===== config.mk =====
export PLATFORM = sky130hd
export DESIGN_NAME = sbox_layer_iter
export DESIGN_NICKNAME = d
export VERILOG_FILES = /design/src/rtl/ascon_aead128_pkg.sv /design/src/rtl/sbox.sv /design/src/rtl/sbox_layer_iter_lanes.sv /design/src/rtl/sbox_layer_iter.sv
export SDC_FILE = /design/constraint.sdc
export NUM_CORES = 1
export LEC_CHECK = 0
export CORE_ASPECT_RATIO = 0.75
export CORE_MARGIN = 4
export CORE_UTILIZATION = 45
export DETAILED_ROUTE_END_ITERATION = 10
export PLACE_DENSITY = 0.82
export SLEW_MARGIN = 20
export SYNTH_ARGS = -nofsm -noshare
export SYNTH_HDL_FRONTEND = slang
export SYNTH_HIERARCHICAL = 1
export SYNTH_SLANG_ARGS = --single-unit

===== constraint.sdc =====
create_clock -name clk -period 3.4 [get_ports clk]
set_input_delay 0.34 -clock clk [delete_from_list [all_inputs] [get_ports clk]]
set_output_delay 0.34 -clock clk [all_outputs]
set_load 0.05 [all_outputs]

===== src/rtl/ascon_aead128_pkg.sv =====
// Shared Ascon types: 320-bit state as five 64-bit words, the 5-bit S-box
// table and the FSM encoding used by the iterative substitution layer.
package ascon_aead128_pkg;

    localparam int ASCON_COLS = 64;

    typedef logic [4:0][63:0] state_t;

    typedef enum logic [1:0] {
        IDLE,
        RUN,
        DONE
    } sbox_layer_fsm_t;

    // Indexed by column value {x0,x1,x2,x3,x4}, x0 in bit 4.
    localparam logic [4:0] S_BOX [32] = '{
        5'h04, 5'h0b, 5'h1f, 5'h14, 5'h1a, 5'h15, 5'h09, 5'h02,
        5'h1b, 5'h05, 5'h08, 5'h12, 5'h1d, 5'h03, 5'h06, 5'h1c,
        5'h1e, 5'h13, 5'h07, 5'h0e, 5'h00, 5'h0d, 5'h11, 5'h18,
        5'h10, 5'h0c, 5'h01, 5'h19, 5'h16, 5'h0a, 5'h0f, 5'h17
    };

endpackage


===== src/rtl/sbox.sv =====
// Single Ascon 5-bit S-box lookup, purely combinational.
module sbox
    import ascon_aead128_pkg::*;
(
    input  logic [4:0] x,
    output logic [4:0] y
);

    assign y = S_BOX[x];

endmodule


===== src/rtl/sbox_layer_iter_lanes.sv =====
// One slice of the substitution layer: gathers LANES columns selected by the
// slice index, runs them through S-boxes and writes them back into a state copy.
module sbox_layer_iter_lanes
    import ascon_aead128_pkg::*;
#(
    parameter int LANES = 8,
    parameter int CW    = 3
) (
    input  logic [4:0][63:0] st_i,
    input  logic [CW-1:0]    cnt_i,
    output logic [4:0][63:0] st_o
);

    logic [4:0] sub [LANES];

    for (genvar l = 0; l < LANES; l++) begin : g_lane
        logic [5:0] idx;
        logic [4:0] col;

        assign idx = 6'(int'(cnt_i) * LANES + l);
        assign col = {st_i[0][idx], st_i[1][idx], st_i[2][idx], st_i[3][idx], st_i[4][idx]};

        sbox u_sbox (
            .x (col),
            .y (sub[l])
        );
    end

    always_comb begin
        logic [5:0] widx;
        st_o = st_i;
        widx = '0;
        for (int l = 0; l < LANES; l++) begin
            widx = 6'(int'(cnt_i) * LANES + l);
            st_o[0][widx] = sub[l][4];
            st_o[1][widx] = sub[l][3];
            st_o[2][widx] = sub[l][2];
            st_o[3][widx] = sub[l][1];
            st_o[4][widx] = sub[l][0];
        end
    end

endmodule


===== src/rtl/sbox_layer_iter.sv =====
// Iterative Ascon p_S layer: substitutes LANES columns per clock in place,
// taking 64/LANES RUN cycles, with valid/ready handshakes on both sides.
module sbox_layer_iter
    import ascon_aead128_pkg::*;
#(
    parameter int LANES = 8
) (
    input  logic             clk,
    input  logic             rst,
    input  logic             in_valid,
    output logic             in_ready,
    input  logic [4:0][63:0] in_state,
    output logic             out_valid,
    input  logic             out_ready,
    output logic [4:0][63:0] out_state,
    output logic             busy
);

    localparam int SAFE_LANES = (LANES < 1) ? 1 : LANES;
    localparam int NSLICE     = ASCON_COLS / SAFE_LANES;
    localparam int CW         = (NSLICE > 1) ? $clog2(NSLICE) : 1;
    localparam logic [CW-1:0] LAST = CW'(NSLICE - 1);

    if (LANES < 1 || (ASCON_COLS % SAFE_LANES) != 0) begin : g_bad_lanes
        $error("sbox_layer_iter: LANES must be >= 1 and divide 64");
    end

    // Handshake: a transfer happens on a rising edge where valid and ready are
    // both high; ready/valid are registered and never depend on the partner.
    sbox_layer_fsm_t fsm_q, fsm_d;
    state_t          st_q, st_d, st_slice;
    logic [CW-1:0]   cnt_q, cnt_d;
    logic            in_ready_q, in_ready_d;
    logic            out_valid_q, out_valid_d;
    logic            busy_q, busy_d;

    sbox_layer_iter_lanes #(
        .LANES (SAFE_LANES),
        .CW    (CW)
    ) u_lanes (
        .st_i  (st_q),
        .cnt_i (cnt_q),
        .st_o  (st_slice)
    );

    always_comb begin
        fsm_d = fsm_q;
        st_d  = st_q;
        cnt_d = cnt_q;
        case (fsm_q)
            IDLE: begin
                if (in_valid && in_ready_q) begin
                    st_d  = in_state;
                    cnt_d = '0;
                    fsm_d = RUN;
                end
            end
            RUN: begin
                st_d = st_slice;
                if (cnt_q == LAST) begin
                    fsm_d = DONE;
                end else begin
                    cnt_d = cnt_q + CW'(1);
                end
            end
            DONE: begin
                if (out_ready) begin
                    fsm_d = IDLE;
                end
            end
            default: fsm_d = IDLE;
        endcase
        in_ready_d  = (fsm_d == IDLE);
        out_valid_d = (fsm_d == DONE);
        busy_d      = (fsm_d != IDLE);
    end

    always_ff @(posedge clk) begin
        if (rst) begin
            fsm_q       <= IDLE;
            st_q        <= '0;
            cnt_q       <= '0;
            in_ready_q  <= 1'b0;
            out_valid_q <= 1'b0;
            busy_q      <= 1'b0;
        end else begin
            fsm_q       <= fsm_d;
            st_q        <= st_d;
            cnt_q       <= cnt_d;
            in_ready_q  <= in_ready_d;
            out_valid_q <= out_valid_d;
            busy_q      <= busy_d;
        end
    end

    assign in_ready  = in_ready_q;
    assign out_valid = out_valid_q;
    assign out_state = st_q;
    assign busy      = busy_q;

endmodule


==> impl_metrics.json <==
{
  "status": "finished, final reports clean",
  "seqCellArea_mm2": 0.00658,
  "multi_input_area_mm2": 0.0168,
  "finalCriticalPeriod_ps": 3370,
  "die_y_um": 212,
  "path_clk_slew_ps": 60,
  "clk_latency_ps": 550,
  "ys.flop_type": "dfxtp_1",
  "cp_max_fo": 12,
  "netlist_area_mm2": 0.0249,
  "num_io_pins": 647,
  "start_util_pct": 45.6,
  "setup_violations": 0,
  "synth_most_common_cell": "a21oi_1",
  "fp.dieW_um": 279,
  "postLayoutCoreUtil_pct": 62.1,
  "cts_buffers": 38,
  "ys_top_cells_by_area": "dfxtp_1 26%, a211oi_2 15%, mux2i_1 13%",
  "hp-class": "primary input to register",
  "nets": 3242,
  "vdd_drop_max_mv": 0.346,
  "area_growth_pct": 36.2,
  "end_kind": "register",
  "io_buffers": 646,
  "cp_slowest_cell": "mux4_2",
  "synth_nets": 2642,
  "synth_edf_count": 0,
  "cts_root_buf": "clkbuf_16",
  "layout-drive-gt1-share_pct": 25.2,
  "cts_hold_buf": 0,
  "p_switching_mw": 7.20,
  "critPathKind": "register to register",
  "swShare_pct": 41.6,
  "yosysSeqAreaShare_pct": 26.4,
  "p_leak_nw": 12.0,
  "final.setup.worst_slack_ps": 30.9,
  "drtAntennaViolNets": 0,
  "startpoint_type": "register",
  "synth_common_cells": "339 x a21oi_1, 328 x dfxtp_1, 323 x mux2i_1, 289 x a211oi_2, 280 x mux2_1",
  "grt_max_degree": 150,
  "hold_violations": 0,
  "rsz0062_at_grt": "yes",
  "ys_ff_latch": 328,
  "intPower_mw": 10.1,
  "fill_cells": 4239,
  "antenna_found_initial": 10,
  "overflow": 0,
  "track_usage_pct": 33.0,
  "rows": 74,
  "cts_buffer_depth": 3,
  "yosys.area.top_type": "dfxtp_1",
  "async_flop_share_pct": 0,
  "dp_slack_ps": -66.6,
  "cts_tree": "built",
  "pwr-share-seq_pct": 28.2,
  "cap_violations": 0,
  "firstDrtPassIters": 7,
  "drv_slew": 0,
  "place.gp.congestion": 0.953,
  "cpMostUsedCell": "buf_4",
  "tightest_slew_ps": 862,
  "synth_top_area_share_pct": 26.4,
  "core_mm2": 0.0545,
  "vias": 23100,
  "syn_avg_cell_area_um2": 11.0,
  "cts_sinks": 328,
  "synthCells": 2270,
  "worstPathArrival_ps": 3770,
  "skew_ps": 15.9,
  "relSlewSlack_pct": 42.5,
  "power.density_mw_per_mm2": 511,
  "worstPathCellList": "buf_12, buf_4, buf_8, buf_4, mux4_2, mux2_2, nor3_1, a21oi_1, mux2_4, mux2_1, mux2i_1, a211oi_2",
  "post-route-period-util_pct": 99.1,
  "max_stage_delay_ps": 500,
  "htreeDepth": 2,
  "pwr-share-comb_pct": 46.0,
  "synth_cell_types": 48,
  "max_freq_ghz": 0.297,
  "required_ps": 3810,
  "wl_per_cell_um": 28.8,
  "vias_per_cell": 6.37,
  "post-dp-hpwl_mm": 74.3,
  "grt_pass1_wl_mm": 150,
  "drt_wl_total_mm": 105,
  "drc": 0,
  "yosysWarnings": 6,
  "dieArea_mm2": 0.0591,
  "p_clk_share_pct": 25.8,
  "drt-initial-drc-count": 2236,
  "grt_pass1_vias": 23100
}
final timing paths:
kind,from,endpoint,slack (ps),cells past startpoint
worst min register to register,out_state[63]$_SDFFE_PP0P_,out_state[63]$_SDFFE_PP0P_,570,2
worst max register to register,cnt_q[2]$_SDFFE_PP0P_,out_state[266]$_SDFFE_PP0P_,30,12
worst min-delay path,rst,out_state[281]$_SDFFE_PP0P_,320,2
worst max-delay path,cnt_q[2]$_SDFFE_PP0P_,out_state[266]$_SDFFE_PP0P_,30,12
area by class of cell:
cell class / instances / share of cell area (%)
flip-flops and latches: 328 / 19.4
clock buffers: 57 / 3.44
well taps: 722 / 2.67
multi-input cells: 1664 / 49.5
clock inverters: 12 / 0.488
repair buffers: 809 / 24.0
diodes: 9 / 0.0665
inverters: 29 / 0.344
power by group through the flow:
stage | combinational, mW | sequential [mW] | clock (mW)
floorplan | 3.38 | 6.18 | 0
global placement | 7.49 | 4.90 | 0
detailed placement | 7.68 | 4.93 | 0
CTS | 7.77 | 4.85 | 4.51
global route | 8.27 | 4.92 | 4.68
finish | 7.95 | 4.89 | 4.47
metrics by stage:
stage	power (mW)	hold slack, ps	instances	setup TNS (ps)	area [um2]
after CTS	17.1	347	3614	0	33600
after floorplan	9.56	474	2270	0	24900
after detailed placement	12.6	558	3539	-896	32200
after global routing	17.9	367	3629	-150	33900
after global placement	12.4	539	3539	-24.1	32200
final	17.3	325	3630	0	33900
layout by cell type (no fill, tap or decap), types with 43 or more instances in the layout:
cell	synthesis	routed
clkdlybuf4s50_1	0	645
a21oi_1	339	337
dfxtp_1	328	325
mux2i_1	323	320
a211oi_2	289	289
mux2_1	280	280
buf_4	11	125
mux4_2	79	79
mux2_2	87	74
ha_1	48	43
flip-flops by register name, indices dropped and copies added (netlist names):
register / cells
out_valid: 1
out_state: 320
busy: 1
in_ready: 1
fsm_q: 2
cnt_q: 3
worst max-delay path, delay by kind of cell, from the launching register on:
kind	cells	cell delay (ps)
buffers and inverters	4	610
and+or+nand+nor	1	250
AOI/OAI and AO/OA	2	170
DFF	1	370
muxes	5	1830
layer usage:
layer	up-vias	part of all wire (%)	routed length [um]	GRT usage, %
met5	-	0.032	34	0
met4	4	4.3	4490	13.3
met3	285	9.5	9960	7.50
met2	1411	46	47900	52.9
met1	11500	40	42200	43.3
li1	9954	-	-	-
kinds of logic (layout without fill, tap and decap cells):
group           count (synthesis)  after routing  synth area share (%)
compound gates                727            727                  24.2
simple gates                   96             96                  2.25
xor+xnor                       24             24                 0.845
other cells                     0              9                     0
fa+ha+maj                      48             48                  2.41
flops                         328            328                  26.4
mux                           769            769                  36.8
buf+inv                       278            907                  7.07
repair_timing:
item / CTS / global route
cloned: 0 / 1
buffers inserted: 6 / 6
pin swaps: 0 / 7
endpoints found under the setup margin: 81 / 182
resized for setup: 8 / 47
Power figures use the tool's default switching activity.
